===== src/rtl/mm_pkg.sv =====
// Shared definitions for the matrix-multiply datapath: ALU opcodes,
// the dot-product sequencer state encoding and the default data width.
package mm_pkg;

  localparam int DATA_W = 16;

  localparam logic [2:0] ALU_ADD = 3'd0;
  localparam logic [2:0] ALU_SUB = 3'd1;
  localparam logic [2:0] ALU_MUL = 3'd2;

  typedef enum logic [2:0] {
    ST_IDLE  = 3'd0,
    ST_FETCH = 3'd1,
    ST_MUL   = 3'd2,
    ST_ACC   = 3'd3,
    ST_DEC   = 3'd4,
    ST_DONE  = 3'd5
  } dotp_state_e;

endpackage


===== src/rtl/dot_product_ctrl.sv =====
// Dot-product sequencer driving the shared combinational ALU.
// Optional sticky accumulate-overflow flag: define DOTP_OVF_EN.
//
// state | meaning
// IDLE  | waiting for start; ALU parked at 0 + 0
// FETCH | rd_req held high until rd_valid delivers operand pair idx
// MUL   | ALU computes a * b
// ACC   | ALU computes acc + prod
// DEC   | ALU computes cnt - 1; zero flag ends the loop
// DONE  | done pulse, result valid
//
// The ALU operand registers are loaded on the transition into the state
// that uses them, so alu_in1/alu_in2/alu_op are purely registered. They
// double as the a/b and prod holding registers: the product captured in MUL
// is written straight into alu_in2 for the ACC step.
module dot_product_ctrl
  import mm_pkg::*;
#(
  parameter int DATA_W = mm_pkg::DATA_W,
  parameter int LEN_W  = 8
) (
  input  logic              clock,
  input  logic              reset,
  input  logic              start,
  input  logic [LEN_W-1:0]  len,
  output logic              busy,
  output logic              done,
  output logic [DATA_W-1:0] result,
  output logic              rd_req,
  output logic [LEN_W-1:0]  rd_idx,
  input  logic              rd_valid,
  input  logic [DATA_W-1:0] rd_a,
  input  logic [DATA_W-1:0] rd_b,
  output logic [DATA_W-1:0] alu_in1,
  output logic [DATA_W-1:0] alu_in2,
  output logic [2:0]        alu_op,
  input  logic [DATA_W-1:0] alu_out,
  input  logic              alu_z,
  output logic              ovf
);

  dotp_state_e       state_q;
  logic              busy_q;
  logic              done_q;
  logic              rd_req_q;
  logic [DATA_W-1:0] result_q;
  logic [DATA_W-1:0] acc_q;
  logic [LEN_W-1:0]  cnt_q;
  logic [LEN_W-1:0]  idx_q;
  logic [DATA_W-1:0] alu_in1_q;
  logic [DATA_W-1:0] alu_in2_q;
  logic [2:0]        alu_op_q;
`ifdef DOTP_OVF_EN
  logic              ovf_q;
`endif

  // Sequencer FSM with all outputs and datapath registers updated together
  always_ff @(posedge clock or posedge reset) begin
    if (reset) begin
      state_q   <= ST_IDLE;
      busy_q    <= 1'b0;
      done_q    <= 1'b0;
      rd_req_q  <= 1'b0;
      result_q  <= '0;
      acc_q     <= '0;
      cnt_q     <= '0;
      idx_q     <= '0;
      alu_in1_q <= '0;
      alu_in2_q <= '0;
      alu_op_q  <= ALU_ADD;
`ifdef DOTP_OVF_EN
      ovf_q     <= 1'b0;
`endif
    end else begin
      done_q <= 1'b0;
      case (state_q)
        ST_IDLE: begin
          if (start) begin
            cnt_q  <= len;
            acc_q  <= '0;
            idx_q  <= '0;
            busy_q <= 1'b1;
`ifdef DOTP_OVF_EN
            ovf_q  <= 1'b0;
`endif
            if (len == '0) begin
              result_q <= '0;
              done_q   <= 1'b1;
              state_q  <= ST_DONE;
            end else begin
              rd_req_q <= 1'b1;
              state_q  <= ST_FETCH;
            end
          end
        end
        ST_FETCH: begin
          if (rd_valid) begin
            rd_req_q  <= 1'b0;
            alu_in1_q <= rd_a;
            alu_in2_q <= rd_b;
            alu_op_q  <= ALU_MUL;
            state_q   <= ST_MUL;
          end
        end
        ST_MUL: begin
          alu_in1_q <= acc_q;
          alu_in2_q <= alu_out;
          alu_op_q  <= ALU_ADD;
          state_q   <= ST_ACC;
        end
        ST_ACC: begin
          acc_q     <= alu_out;
`ifdef DOTP_OVF_EN
          if (alu_out < acc_q) ovf_q <= 1'b1;
`endif
          alu_in1_q <= DATA_W'(cnt_q);
          alu_in2_q <= DATA_W'(1);
          alu_op_q  <= ALU_SUB;
          state_q   <= ST_DEC;
        end
        ST_DEC: begin
          cnt_q     <= alu_out[LEN_W-1:0];
          idx_q     <= idx_q + 1'b1;
          alu_in1_q <= '0;
          alu_in2_q <= '0;
          alu_op_q  <= ALU_ADD;
          if (alu_z) begin
            result_q <= acc_q;
            done_q   <= 1'b1;
            state_q  <= ST_DONE;
          end else begin
            rd_req_q <= 1'b1;
            state_q  <= ST_FETCH;
          end
        end
        ST_DONE: begin
          busy_q  <= 1'b0;
          state_q <= ST_IDLE;
        end
        default: begin
          busy_q   <= 1'b0;
          rd_req_q <= 1'b0;
          state_q  <= ST_IDLE;
        end
      endcase
    end
  end

  assign busy    = busy_q;
  assign done    = done_q;
  assign result  = result_q;
  assign rd_req  = rd_req_q;
  assign rd_idx  = idx_q;
  assign alu_in1 = alu_in1_q;
  assign alu_in2 = alu_in2_q;
  assign alu_op  = alu_op_q;
`ifdef DOTP_OVF_EN
  assign ovf     = ovf_q;
`else
  assign ovf     = 1'b0;
`endif

endmodule

===== config.mk =====
export PLATFORM = sky130hd
export DESIGN_NAME = dot_product_ctrl
export DESIGN_NICKNAME = d
export VERILOG_FILES = /design/src/rtl/mm_pkg.sv /design/src/rtl/dot_product_ctrl.sv
export SDC_FILE = /design/constraint.sdc
export NUM_CORES = 1
export LEC_CHECK = 0
export CAP_MARGIN = 20
export CORE_ASPECT_RATIO = 2
export CORE_MARGIN = 2
export CORE_UTILIZATION = 43
export CTS_BUF_LIST = sky130_fd_sc_hd__clkbuf_16
export DETAILED_ROUTE_END_ITERATION = 10
export PLACE_DENSITY_LB_ADDON = 0.2
export SYNTH_ARGS = -nofsm -noshare
export SYNTH_HDL_FRONTEND = slang
export SYNTH_SLANG_ARGS = --single-unit

===== constraint.sdc =====
create_clock -name clock -period 3 [get_ports clock]
set_clock_uncertainty 0.1 [all_clocks]
set_input_delay 0.75 -clock clock [delete_from_list [all_inputs] [get_ports clock]]
set_output_delay 0.75 -clock clock [all_outputs]
set_load 0.005 [all_outputs]

==> results_dict.tcl <==
set metrics [dict create \
    hold_path_class "reg -> reg" \
    hold_depth 2 \
    h-tree-depth 3 \
    fin_nets 538 \
    ctsLongestPathBuffers 2 \
    synth_area_leaders "dfrtp_1 (52%), mux2_2 (8.2%), a32o_1 (5.4%)" \
    cp_data_arrival_time_ns 2.71 \
    period_share 0.863 \
    grt_max_degree 44 \
    synthTopCellsByCount "dfrtp_1 (88), mux2_2 (31), a32o_1 (23), o21ai_0 (22), mux2i_1 (19)" \
    fin_util 0.611 \
    synth_cells 356 \
    synth-async-reset-ratio 1.00 \
    p_total_mw 5.85 \
    worstHoldEndpoint "cnt_q[5]" \
    cp_max_fo 18 \
    maxSlewViolCount 0 \
    yosysSeqAreaShare 0.520 \
    multiInputGateArea_um2 1830 \
    clk_latency_ns 0.34 \
    setup_slack_ns 0.411 \
    start_util 0.440 \
    vias 3522 \
    synthSimpleGateAreaFrac 0.0978 \
    die_width_um 74.2 \
    cellLeakagePower_nw 2.39 \
    cts_sinks 88 \
    port_buffers 121 \
    required_ns 3.12 \
    synth-seq-cells 88 \
    dr.pass1.iters 4 \
    num_rows 51 \
    status "completed" \
    synth-edff-count 0 \
    layout-drive-gt1-share 0.150 \
    ctsHoldBuffers 0 \
    die_y_um 144 \
    place_inst 597 \
    placed_area_um2 5610 \
    drc_errors 0 \
    rr_worst_depth 4 \
    yosysTopAreaCell "dfrtp_1" \
    r2r_slack_ns 0.88 \
    post_drt_via_cell_ratio 5.75 \
    synth_xor_area_frac 0 \
    rsz0062_at_grt "no" \
    hpwlAfterDp_um 8920 \
    core_um2 9640 \
    clockRootBuffer "clkbuf_16" \
    ys_types 47 \
    final_cells 613 \
    antenna_found_initial 0 \
    boundaryPins 124 \
    r2r_end "alu_in2[15]" \
    synth_top_family_by_area "compound AO/OA/AOI/OAI gates" \
    routed_wl_um 12200 \
    worstHoldStart "cnt_q[5]" \
    synthMuxAreaShare 0.127 \
    crit_chain "clkdlybuf4s50_1 > nor4_2 > a32oi_2 > a221o_1" \
    routabilityCongestion 0.843 \
    irDropWorstVdd_mv 0.542 \
    syn_area_um2 4240 \
    wl_per_cell_um 19.9 \
    cts_tree "done" \
    post-place-ws_ns 0.0774 \
    grtUsageTotal 0.240 \
    max_freq_ghz 0.386 \
    cpMaxStageDelayCell "nor4_2" \
    synth_compound_area_frac 0.201 \
    critPathCaptureType "flip-flop" \
    seq_area_um2 2200 \
    criticalPathCategory "in -> reg" \
    nFillCells 805 \
    first_global_vias 3649 \
    r2r-start "state_q[1]" \
    post_cts_buffers 0 \
    design_area_um2 5890 \
    worstMarginPinSlew_ns 0.951 \
    drtIter0Drc 254 \
    maxCapViolations 0 \
    grt_pass1_wl_um 19300 \
    yosysMostFrequentCell "dfrtp_1" \
    numCtsBuffers 9 \
    synth_adder_area_share 0.00295 \
    yosysWarnings 0 \
    hold_viol 0 \
    yosysTopAreaCellShare 0.520 \
    startpoint_type "primary input" \
    avgSynthCellArea_um2 11.9 \
    grt_remaining_overflow 0 \
    antenna_left 0 \
    cts-resized-gates 0 \
    setup_viol 0 \
    hold_ws_ns 0.405 \
    cpPeakStageDelay_ns 0.52 \
    cts.clk_slew.worst_paths_ns 0.06 \
    tns_ns 0 \
    die_area_um2 10700 \
    maxSlewHeadroom 0.366 \
    fin_crit_ns 2.59 \
    synth_flop_cell "dfrtp_1" \
    n_antenna_cell 0 \
    syn_to_final_growth_pct 39.1 \
    p_per_area_nw_per_um2 994 \
]
-- sequential cells by signal (all words and copies together), names as in the netlist --
name	flops
rd_idx	8
alu_in2	16
cnt_q	8
rd_req	1
busy	1
done	1
alu_in1	16
state_q	3
result	16
acc_q	16
alu_op	2
-- layer usage --
metal / share of wire / vias up / routed length (µm) / GRT usage
li1: - / 1591 / - / -
met5: 0 / - / 0 / 0
met3: 0.045 / 32 / 553 / 0.0439
met2: 0.54 / 131 / 6650 / 0.412
met4: 0.042 / 0 / 510 / 0.136
met1: 0.37 / 1768 / 4520 / 0.273
-- cells in the final DEF, fill, tap and decap left out, types with 3 or more instances in the layout --
master	netlist	final
a32o_1	23	23
and2_1	12	12
a221o_1	16	16
dfrtp_1	88	88
nor4_1	3	3
o22ai_1	11	11
inv_1	6	6
clkdlybuf4s50_1	0	121
mux2_2	31	31
nand2b_1	4	4
nor2_1	7	7
a22o_1	17	17
clkinv_1	0	4
mux2i_1	19	19
nand2_1	14	14
and2_0	4	4
o21ai_0	22	22
buf_4	3	18
a21oi_1	8	8
nand3_1	4	4
clkbuf_16	0	9
-- worst max-delay path, delay by kind of cell --
family                 cells  cell delay (ns)
buffers and inverters      1             0.45
AND/OR/NAND/NOR            1             0.52
AO/OA/AOI/OAI              2             0.99
-- kinds of logic after synthesis --
| logic type | after synthesis |
|---|---|
| buf+inv | 39 |
| mux | 50 |
| flops | 88 |
| simple gates | 69 |
| other cells | 1 |
| fa+ha+maj | 1 |
| compound gates | 108 |
-- worst max path at each step --
| stage | depth (start not counted) | slack, ns | startpoint | end |
|---|---|---|---|---|
| after global routing | 4 | 0.36 | len[4] | result[7] |
| after detailed placement | 4 | 0.08 | len[4] | result[2] |
| final | 4 | 0.41 | len[4] | result[2] |
| after floorplan | 4 | 0.95 | len[4] | result[0] |
| after global placement | 4 | 0.11 | len[4] | result[9] |
| after CTS | 4 | 0.44 | len[4] | result[2] |
-- layout make-up --
cell class	count	area share
flip-flops and latches	88	0.374
multi-input cells	230	0.311
inverters	6	0.00446
clock inverters	7	0.00913
repair buffers	141	0.235
well taps	132	0.0280
clock buffers	9	0.0382
-- power breakdown --
part	total, mW	leakage (nW)	internal [mW]	switching (mW)
Sequential	1.95	1.05	1.65	0.300
Combinational	2.83	1.19	1.58	1.25
Clock	1.07	0.141	0.629	0.444
(Power assumes the default switching activity.)
